### src/rtl/alu_seq.sv
// alu_seq: registered ALU with an optional iterative shift-add multiplier.
//
// One operation is launched per Start strobe while the block is idle. Results
// and flags are registered; Done pulses for one cycle when they update.
//
// Handshake: Start is sampled only when Busy is low, and nothing is queued.
// A single-cycle op sampled at edge k shows Done=1 after edge k. A MUL sampled
// at edge k holds Busy=1 after edges k..k+WIDTH-1 and shows Done=1 with
// Busy=0 after edge k+WIDTH. Out/Branch/Zero/Carry hold between Done pulses.
//
// Build option: define ALU_SEQ_MUL_EN to compile in the multiplier (opcode 12).
// Without it, opcode 12 behaves as a reserved opcode and Busy stays 0.
//
// Ports:
//   Clk        clock, rising edge
//   Reset      asynchronous, active-high
//   Start      launch strobe (honoured in IDLE only)
//   OP         4-bit opcode
//   InputA/B   WIDTH-bit operands
//   Im         IMW-bit immediate / shift amount
//   Out        registered result
//   Branch     registered branch-taken flag (ops 10/11)
//   Zero       registered zero flag
//   Carry      registered carry (ADD/ADDI) or overflow (MUL)
//   Busy       multiplier in flight
//   Done       one-cycle result-update pulse
//   dbg_state  current FSM state (0 = IDLE, 1 = MUL)
module alu_seq #(
   parameter int WIDTH = 8,
   parameter int IMW   = 3
) (
   input  logic             Clk,
   input  logic             Reset,
   input  logic             Start,
   input  logic [3:0]       OP,
   input  logic [WIDTH-1:0] InputA,
   input  logic [WIDTH-1:0] InputB,
   input  logic [IMW-1:0]   Im,
   output logic [WIDTH-1:0] Out,
   output logic             Branch,
   output logic             Zero,
   output logic             Carry,
   output logic             Busy,
   output logic             Done,
   output logic             dbg_state
);

   typedef enum logic {S_IDLE = 1'b0, S_MUL = 1'b1} state_t;

   state_t state, state_d;

   logic [WIDTH-1:0] out_d;
   logic             branch_d, zero_d, carry_d, done_d;

   // Single-cycle datapath
   logic [WIDTH:0]   sum;
   logic [WIDTH-1:0] imm_ext;
   logic [WIDTH-1:0] alu_res;
   logic             alu_c, alu_br, alu_rsv;

   assign imm_ext = WIDTH'(Im);

   always_comb begin
      sum     = '0;
      alu_res = '0;
      alu_c   = 1'b0;
      alu_br  = 1'b0;
      alu_rsv = 1'b0;
      case (OP)
         4'd0: begin
            sum     = {1'b0, InputA} + {1'b0, InputB};
            alu_res = sum[WIDTH-1:0];
            alu_c   = sum[WIDTH];
         end
         4'd1: begin
            sum     = {1'b0, InputA} + {1'b0, imm_ext};
            alu_res = sum[WIDTH-1:0];
            alu_c   = sum[WIDTH];
         end
         4'd2:  alu_res = InputA << Im;
         4'd3:  alu_res = InputA >> Im;
         4'd4:  alu_res = InputA & InputB;
         4'd5:  alu_res = InputA | InputB;
         4'd6:  alu_res = '0 - InputA;
         4'd7:  alu_res = {{(WIDTH-1){1'b0}}, (InputA >= InputB)};
         4'd8:  alu_res = {{(WIDTH-1){1'b0}}, (InputA == InputB)};
         4'd9:  alu_res = {{(WIDTH-1){1'b0}}, (InputA != InputB)};
         4'd10,
         4'd11: alu_br  = |InputB;
         // Reserved opcodes (and 12 when the multiplier is absent) force
         // every flag low, including Zero, even though Out is 0.
         default: alu_rsv = 1'b1;
      endcase
   end

`ifdef ALU_SEQ_MUL_EN
   localparam int CW = $clog2(WIDTH);

   logic [2*WIDTH-1:0] acc, acc_d, mcand, mcand_d, acc_sum;
   logic [WIDTH-1:0]   mplier, mplier_d;
   logic [CW-1:0]      cnt, cnt_d;

   assign acc_sum = acc + (mplier[0] ? mcand : '0);
   assign Busy    = (state == S_MUL);
`else
   assign Busy    = 1'b0;
`endif

   assign dbg_state = state;

   // Next-state and output logic
   always_comb begin
      state_d  = state;
      out_d    = Out;
      branch_d = Branch;
      zero_d   = Zero;
      carry_d  = Carry;
      done_d   = 1'b0;
`ifdef ALU_SEQ_MUL_EN
      acc_d    = acc;
      mcand_d  = mcand;
      mplier_d = mplier;
      cnt_d    = cnt;
`endif
      case (state)
         S_IDLE: begin
            if (Start) begin
`ifdef ALU_SEQ_MUL_EN
               if (OP == 4'd12) begin
                  acc_d    = '0;
                  mcand_d  = {{WIDTH{1'b0}}, InputA};
                  mplier_d = InputB;
                  cnt_d    = '0;
                  state_d  = S_MUL;
               end else
`endif
               begin
                  out_d    = alu_res;
                  branch_d = alu_br;
                  carry_d  = alu_c;
                  zero_d   = (alu_res == '0) && !alu_rsv;
                  done_d   = 1'b1;
               end
            end
         end
`ifdef ALU_SEQ_MUL_EN
         S_MUL: begin
            acc_d    = acc_sum;
            mcand_d  = mcand << 1;
            mplier_d = mplier >> 1;
            cnt_d    = cnt + CW'(1);
            if (cnt == CW'(WIDTH - 1)) begin
               out_d    = acc_sum[WIDTH-1:0];
               carry_d  = |acc_sum[2*WIDTH-1:WIDTH];
               branch_d = 1'b0;
               zero_d   = (acc_sum[WIDTH-1:0] == '0);
               done_d   = 1'b1;
               state_d  = S_IDLE;
            end
         end
`endif
         default: state_d = S_IDLE;
      endcase
   end

   always_ff @(posedge Clk or posedge Reset) begin
      if (Reset) begin
         state  <= S_IDLE;
         Out    <= '0;
         Branch <= 1'b0;
         Zero   <= 1'b1;
         Carry  <= 1'b0;
         Done   <= 1'b0;
`ifdef ALU_SEQ_MUL_EN
         acc    <= '0;
         mcand  <= '0;
         mplier <= '0;
         cnt    <= '0;
`endif
      end else begin
         state  <= state_d;
         Out    <= out_d;
         Branch <= branch_d;
         Zero   <= zero_d;
         Carry  <= carry_d;
         Done   <= done_d;
`ifdef ALU_SEQ_MUL_EN
         acc    <= acc_d;
         mcand  <= mcand_d;
         mplier <= mplier_d;
         cnt    <= cnt_d;
`endif
      end
   end

endmodule

### config.mk
export PLATFORM = sky130hd
export DESIGN_NAME = alu_seq
export DESIGN_NICKNAME = d
export VERILOG_FILES = /design/src/rtl/alu_seq.sv
export SDC_FILE = /design/constraint.sdc
export NUM_CORES = 1
export LEC_CHECK = 0
export CAP_MARGIN = 20
export CORE_MARGIN = 4
export CORE_UTILIZATION = 60
export CTS_BUF_LIST = sky130_fd_sc_hd__clkbuf_4
export DETAILED_ROUTE_END_ITERATION = 12
export HOLD_SLACK_MARGIN = 0.05
export PLACE_DENSITY = 0.89
export SETUP_SLACK_MARGIN = 0.02
export SLEW_MARGIN = 20
export SYNTH_ARGS = -nofsm -noshare
export SYNTH_HDL_FRONTEND = slang
export SYNTH_SLANG_ARGS = --single-unit
### constraint.sdc
create_clock -name Clk -period 2.1 [get_ports Clk]
set_input_delay 0.42 -clock Clk [delete_from_list [all_inputs] [get_ports Clk]]
set_output_delay 0.42 -clock Clk [all_outputs]
set_load 0.01 [all_outputs]
==> impl_metrics.csv, run 1 <==
group,metric,value,unit
outcome,status,"stopped before the end",
outcome,haltStage,"clock tree synthesis (4_1_cts)",
outcome,firstError,"[ERROR DPL-0038] Utilization greater than 100%, impossible to legalize",
synthesis,synth.cell_area,2360,um^2
die,std_cell_rows,22,
synthesis,synth_edf_count,0,
synthesis,yosysMostFrequentCell,"a21oi_1",
cts,root_buffer,"clkbuf_4",
synthesis,synthFlopType,"dfrtp_1",
placement,place_area,3580,um^2
die,die_h,70.7,um
cts,cts_setup_buffers,22,
placement,dp_slack,-1170,ps
die,ios,40,
die,die_width,70.7,um
synthesis,synth_area_leaders,"ha_1 (15%), dfrtp_1 (12%), a21oi_1 (6.6%)",
placement,io_buffer_count,37,
synthesis,netlist.area_leader.share,15.4,%
cts,ctsResizeCount,160,
synthesis,yosysSeqAreaShare,12.8,%
cts,clock_path_buffers,2,
die,start_util,63.1,%
placement,hpwl,9290,um
synthesis,ys_seq_elements,12,
synthesis,ys_warn_count,0,
cts,h-tree-depth,1,
synthesis,synth_common_cells,"a21oi_1 (31), ha_1 (29), inv_1 (29)",
placement,gp_congestion,1.05,
synthesis,async_reset_ff_share,100,%
cts,clock_sinks,12,
synthesis,synth_cells,310,
cts,cts_hold_buf,0,
synthesis,synth_cell_types,60,
synthesis,syn_avg_cell_area,7.62,um^2
cts,numCtsBuffers,3,
synthesis,yosysTopAreaCell,"ha_1",
## through the flow
step	cells	hold slack [ps]
detailed placement	472	480
global placement	472	462
floorplan	311	284
## kinds of logic after synthesis
| logic type | count (synthesis) | share of synthesized area [%] |
|---|---|---|
| buffers and inverters | 51 | 9.17 |
| flip-flops | 12 | 12.8 |
| multiplexers | 18 | 9.49 |
| AND/OR/NAND/NOR | 94 | 21.4 |
| adder cells (fa/ha/maj) | 31 | 17.1 |
| other | 1 | 0.159 |
| AO/OA/AOI/OAI | 89 | 24.7 |
| XOR/XNOR | 14 | 5.19 |
==> run 2: changes to the inputs <==
- CORE_UTILIZATION: 60 -> 40
- CTS_BUF_LIST: sky130_fd_sc_hd__clkbuf_4 -> not set
- HOLD_SLACK_MARGIN: 0.05 -> not set
- PLACE_DENSITY: 0.89 -> not set
- PLACE_DENSITY_LB_ADDON: not set -> 0.15
- SETUP_SLACK_MARGIN: 0.02 -> not set
==> impl_metrics.csv, run 2 <==
group,metric,value,unit
outcome,status,"finished with violations",
outcome,violations,"negative setup slack",
detailed_routing,via_count,2874,
critical_path,rr_startpoint,"Out[7]$_DFFE_PP0P_",
synthesis,synth_cells,310,
die,die_h,84.8,um
die,ios,40,
placement,dp_slack,-989,ps
power,p_int,0.000862,W
die,std_cell_rows,27,
flow_run,drv_cap,0,
timing,min_period,2340,ps
grt,antenna_found_initial,0,
synthesis,ys_seq_elements,12,
critical_path,reg2reg_to,"Out[7]$_DFFE_PP0P_",
timing,fin_crit_sh,112,%
power,pwr-share-clk,16.3,%
critical_path,worstPathArrival,2500,ps
synthesis,syn_avg_cell_area,7.62,um^2
detailed_routing,wl_per_cell,17.8,um
power,combPwrFrac,64.4,%
critical_path,endpoint,"Zero$_DFFE_PP1P_",
grt,grt.overflow.total,0,
critical_path,ff2ff_setup_slack,1330,ps
timing,finalClockSkew,0,ps
detailed_routing,drc_errors,0,
detailed_routing,ant_nets,0,
final_layout,syn_to_final_growth,75.0,%
final_layout,fin_area,4130,um^2
synthesis,synth_common_cells,"a21oi_1 (31), ha_1 (29), inv_1 (29)",
detailed_routing,dr.pass1.iters,4,
cts,clock_latency,250,ps
final_layout,layout.cells.most_common,"buf_4",
final_layout,largest-register,"Out",
timing,fmax,427,MHz
power,power.share.sequential,19.3,%
synthesis,netlist.area_leader.share,15.4,%
cts,clock_sinks,12,
cts,root_buffer,"clkbuf_8",
final_layout,largest_reg_flops,8,
detailed_routing,drt_iter0_markers,180,
timing,timing.hold.ws,473,ps
cts,clock_path_buffers,2,
power,power.net_switching,0.000537,W
cts,numCtsBuffers,3,
detailed_routing,vias_per_cell,5.55,
final_layout,fin_nets,504,
synthesis,synth_area_leaders,"ha_1 (15%), dfrtp_1 (12%), a21oi_1 (6.6%)",
detailed_routing,drt_wl_total,9230,um
timing,rsz0062_at_grt,"yes",
synthesis,yosysMostFrequentCell,"a21oi_1",
synthesis,synthFlopType,"dfrtp_1",
placement,io_buffer_count,37,
cts,h-tree-depth,1,
critical_path,end_kind,"flop",
critical_path,crit_type,"input port to flop",
final_layout,drive_gt1_share,49.6,%
grt,grtUsageTotal,25.0,%
cts,cts_hold_buf,0,
timing,finalHoldViolCount,0,
synthesis,async_reset_ff_share,100,%
cts,cts_tree,"yes",
critical_path,crit_fanout,4,
critical_path,reg2regPathDepth,1,
synthesis,synth_edf_count,0,
final_layout,n_antenna_cell,0,
grt,grt_max_degree,19,
critical_path,worst_ep_required_time,2250,ps
synthesis,synth_cell_types,60,
placement,place_area,3590,um^2
critical_path,worstSetupStartpoint,"InputA[0]",
power,peakVddDrop,0.284,mV
placement,hpwl,6990,um
power,p_leak,1.85,nW
timing,maxSlewViolCount,0,
placement,gp_congestion,0.943,
synthesis,ys_warn_count,0,
grt,grt_pass1_vias,2923,
synthesis,yosysSeqAreaShare,12.8,%
power,p_sw_share,38.4,%
hold_path,hold_path.class,"input port to async pin",
power,power.density,339,nW/um^2
synthesis,synth.cell_area,2360,um^2
die,dieArea,7200,um^2
final_layout,layout_common_cells,"buf_4 (96), nor2_1 (26), buf_6 (24), a21oi_1 (20), ha_1 (19)",
die,coreArea,5610,um^2
synthesis,yosysTopAreaCell,"ha_1",
timing,setup-violations-final,6,
timing,timing.final.ws_setup,-243,ps
die,start_util,42.1,%
grt,grt_pass1_wl,14400,um
cts,clk_pin_slew,60,ps
critical_path,critPathLaunchType,"input port",
die,die_width,84.8,um
run 2: cell counts after synthesis:
Identical to the previous run, type by type.
run 2: per-layer routing:
layer | vias up | routed length, um | track usage (%)
met4 | 0 | 236 | 7.63
met2 | 103 | 4380 | 42.4
met5 | - | 0 | 0
met3 | 23 | 676 | 4.17
li1 | 1399 | - | -
met1 | 1349 | 3940 | 32.4
run 2: stage by stage:
stage	util [%]	TNS [ps]	total power, W	cells
after floorplan	-	-848	0.000667	311
after global placement	64.0	-7430	0.00100	493
after detailed placement	64.0	-7810	0.00101	493
after CTS	70.6	-669	0.00133	516
after global routing	73.7	-1110	0.00147	518
final	73.7	-618	0.00140	518
run 2: kinds of logic after synthesis:
| kind of cell | share of synthesized area [%] |
|---|---|
| multiplexers | 9.49 |
| flip-flops | 12.8 |
| AND/OR/NAND/NOR | 21.4 |
| buffers and inverters | 9.17 |
| XOR/XNOR | 5.19 |
| adder cells (fa/ha/maj) | 17.1 |
| AO/OA/AOI/OAI | 24.7 |
| other | 0.159 |
run 2: critical path, cell delays in order:
cell and delay [ps]:
buf_8 80, buf_6 90, ha_4 120, inv_2 40, fa_2 400, buf_6 130
nor2b_4 150, o2111ai_4 150, xnor2_1 150, a22o_1 190, nor3_2 220, nand4_1 130
o41ai_2 210
run 2: power groups by stage:
stage | registers (W) | logic [W] | clock network [W]
final | 0.000270 | 0.000900 | 0.000228
after global routing | 0.000274 | 0.000960 | 0.000240
after CTS | 0.000271 | 0.000825 | 0.000230
after detailed placement | 0.000274 | 0.000741 | 0
after global placement | 0.000274 | 0.000726 | 0
after floorplan | 0.000285 | 0.000381 | 0
run 2: timing repair:
action | CTS | global route
buffers inserted | 20 | 4
resized for setup | 139 | 41
setup endpoints to repair | 10 | 10
pin swaps | 39 | 30
run 2: layout make-up:
type	instances	area (um^2)
inverters	29	135
flip-flops and latches	12	302
clock buffers	4	45.0
well taps	72	90.1
multi-input cells	248	2260
fillers	434	1480
repair buffers	153	1300
run 2: how the worst min path moves through the flow:
stage | startpoint | endpoint | slack, ps
5_1_grt | Reset | Out[0]$_DFFE_PP0P_ | 530
3_3_place_gp | Out[1]$_DFFE_PP0P_ | Out[1]$_DFFE_PP0P_ | 470
6_report | Reset | Out[0]$_DFFE_PP0P_ | 470
3_5_place_dp | Out[1]$_DFFE_PP0P_ | Out[1]$_DFFE_PP0P_ | 480
4_1_cts | Reset | Out[5]$_DFFE_PP0P_ | 480
2_1_floorplan | Reset | Branch$_DFFE_PP0P_ | 280
Power figures use the tool's default switching activity.
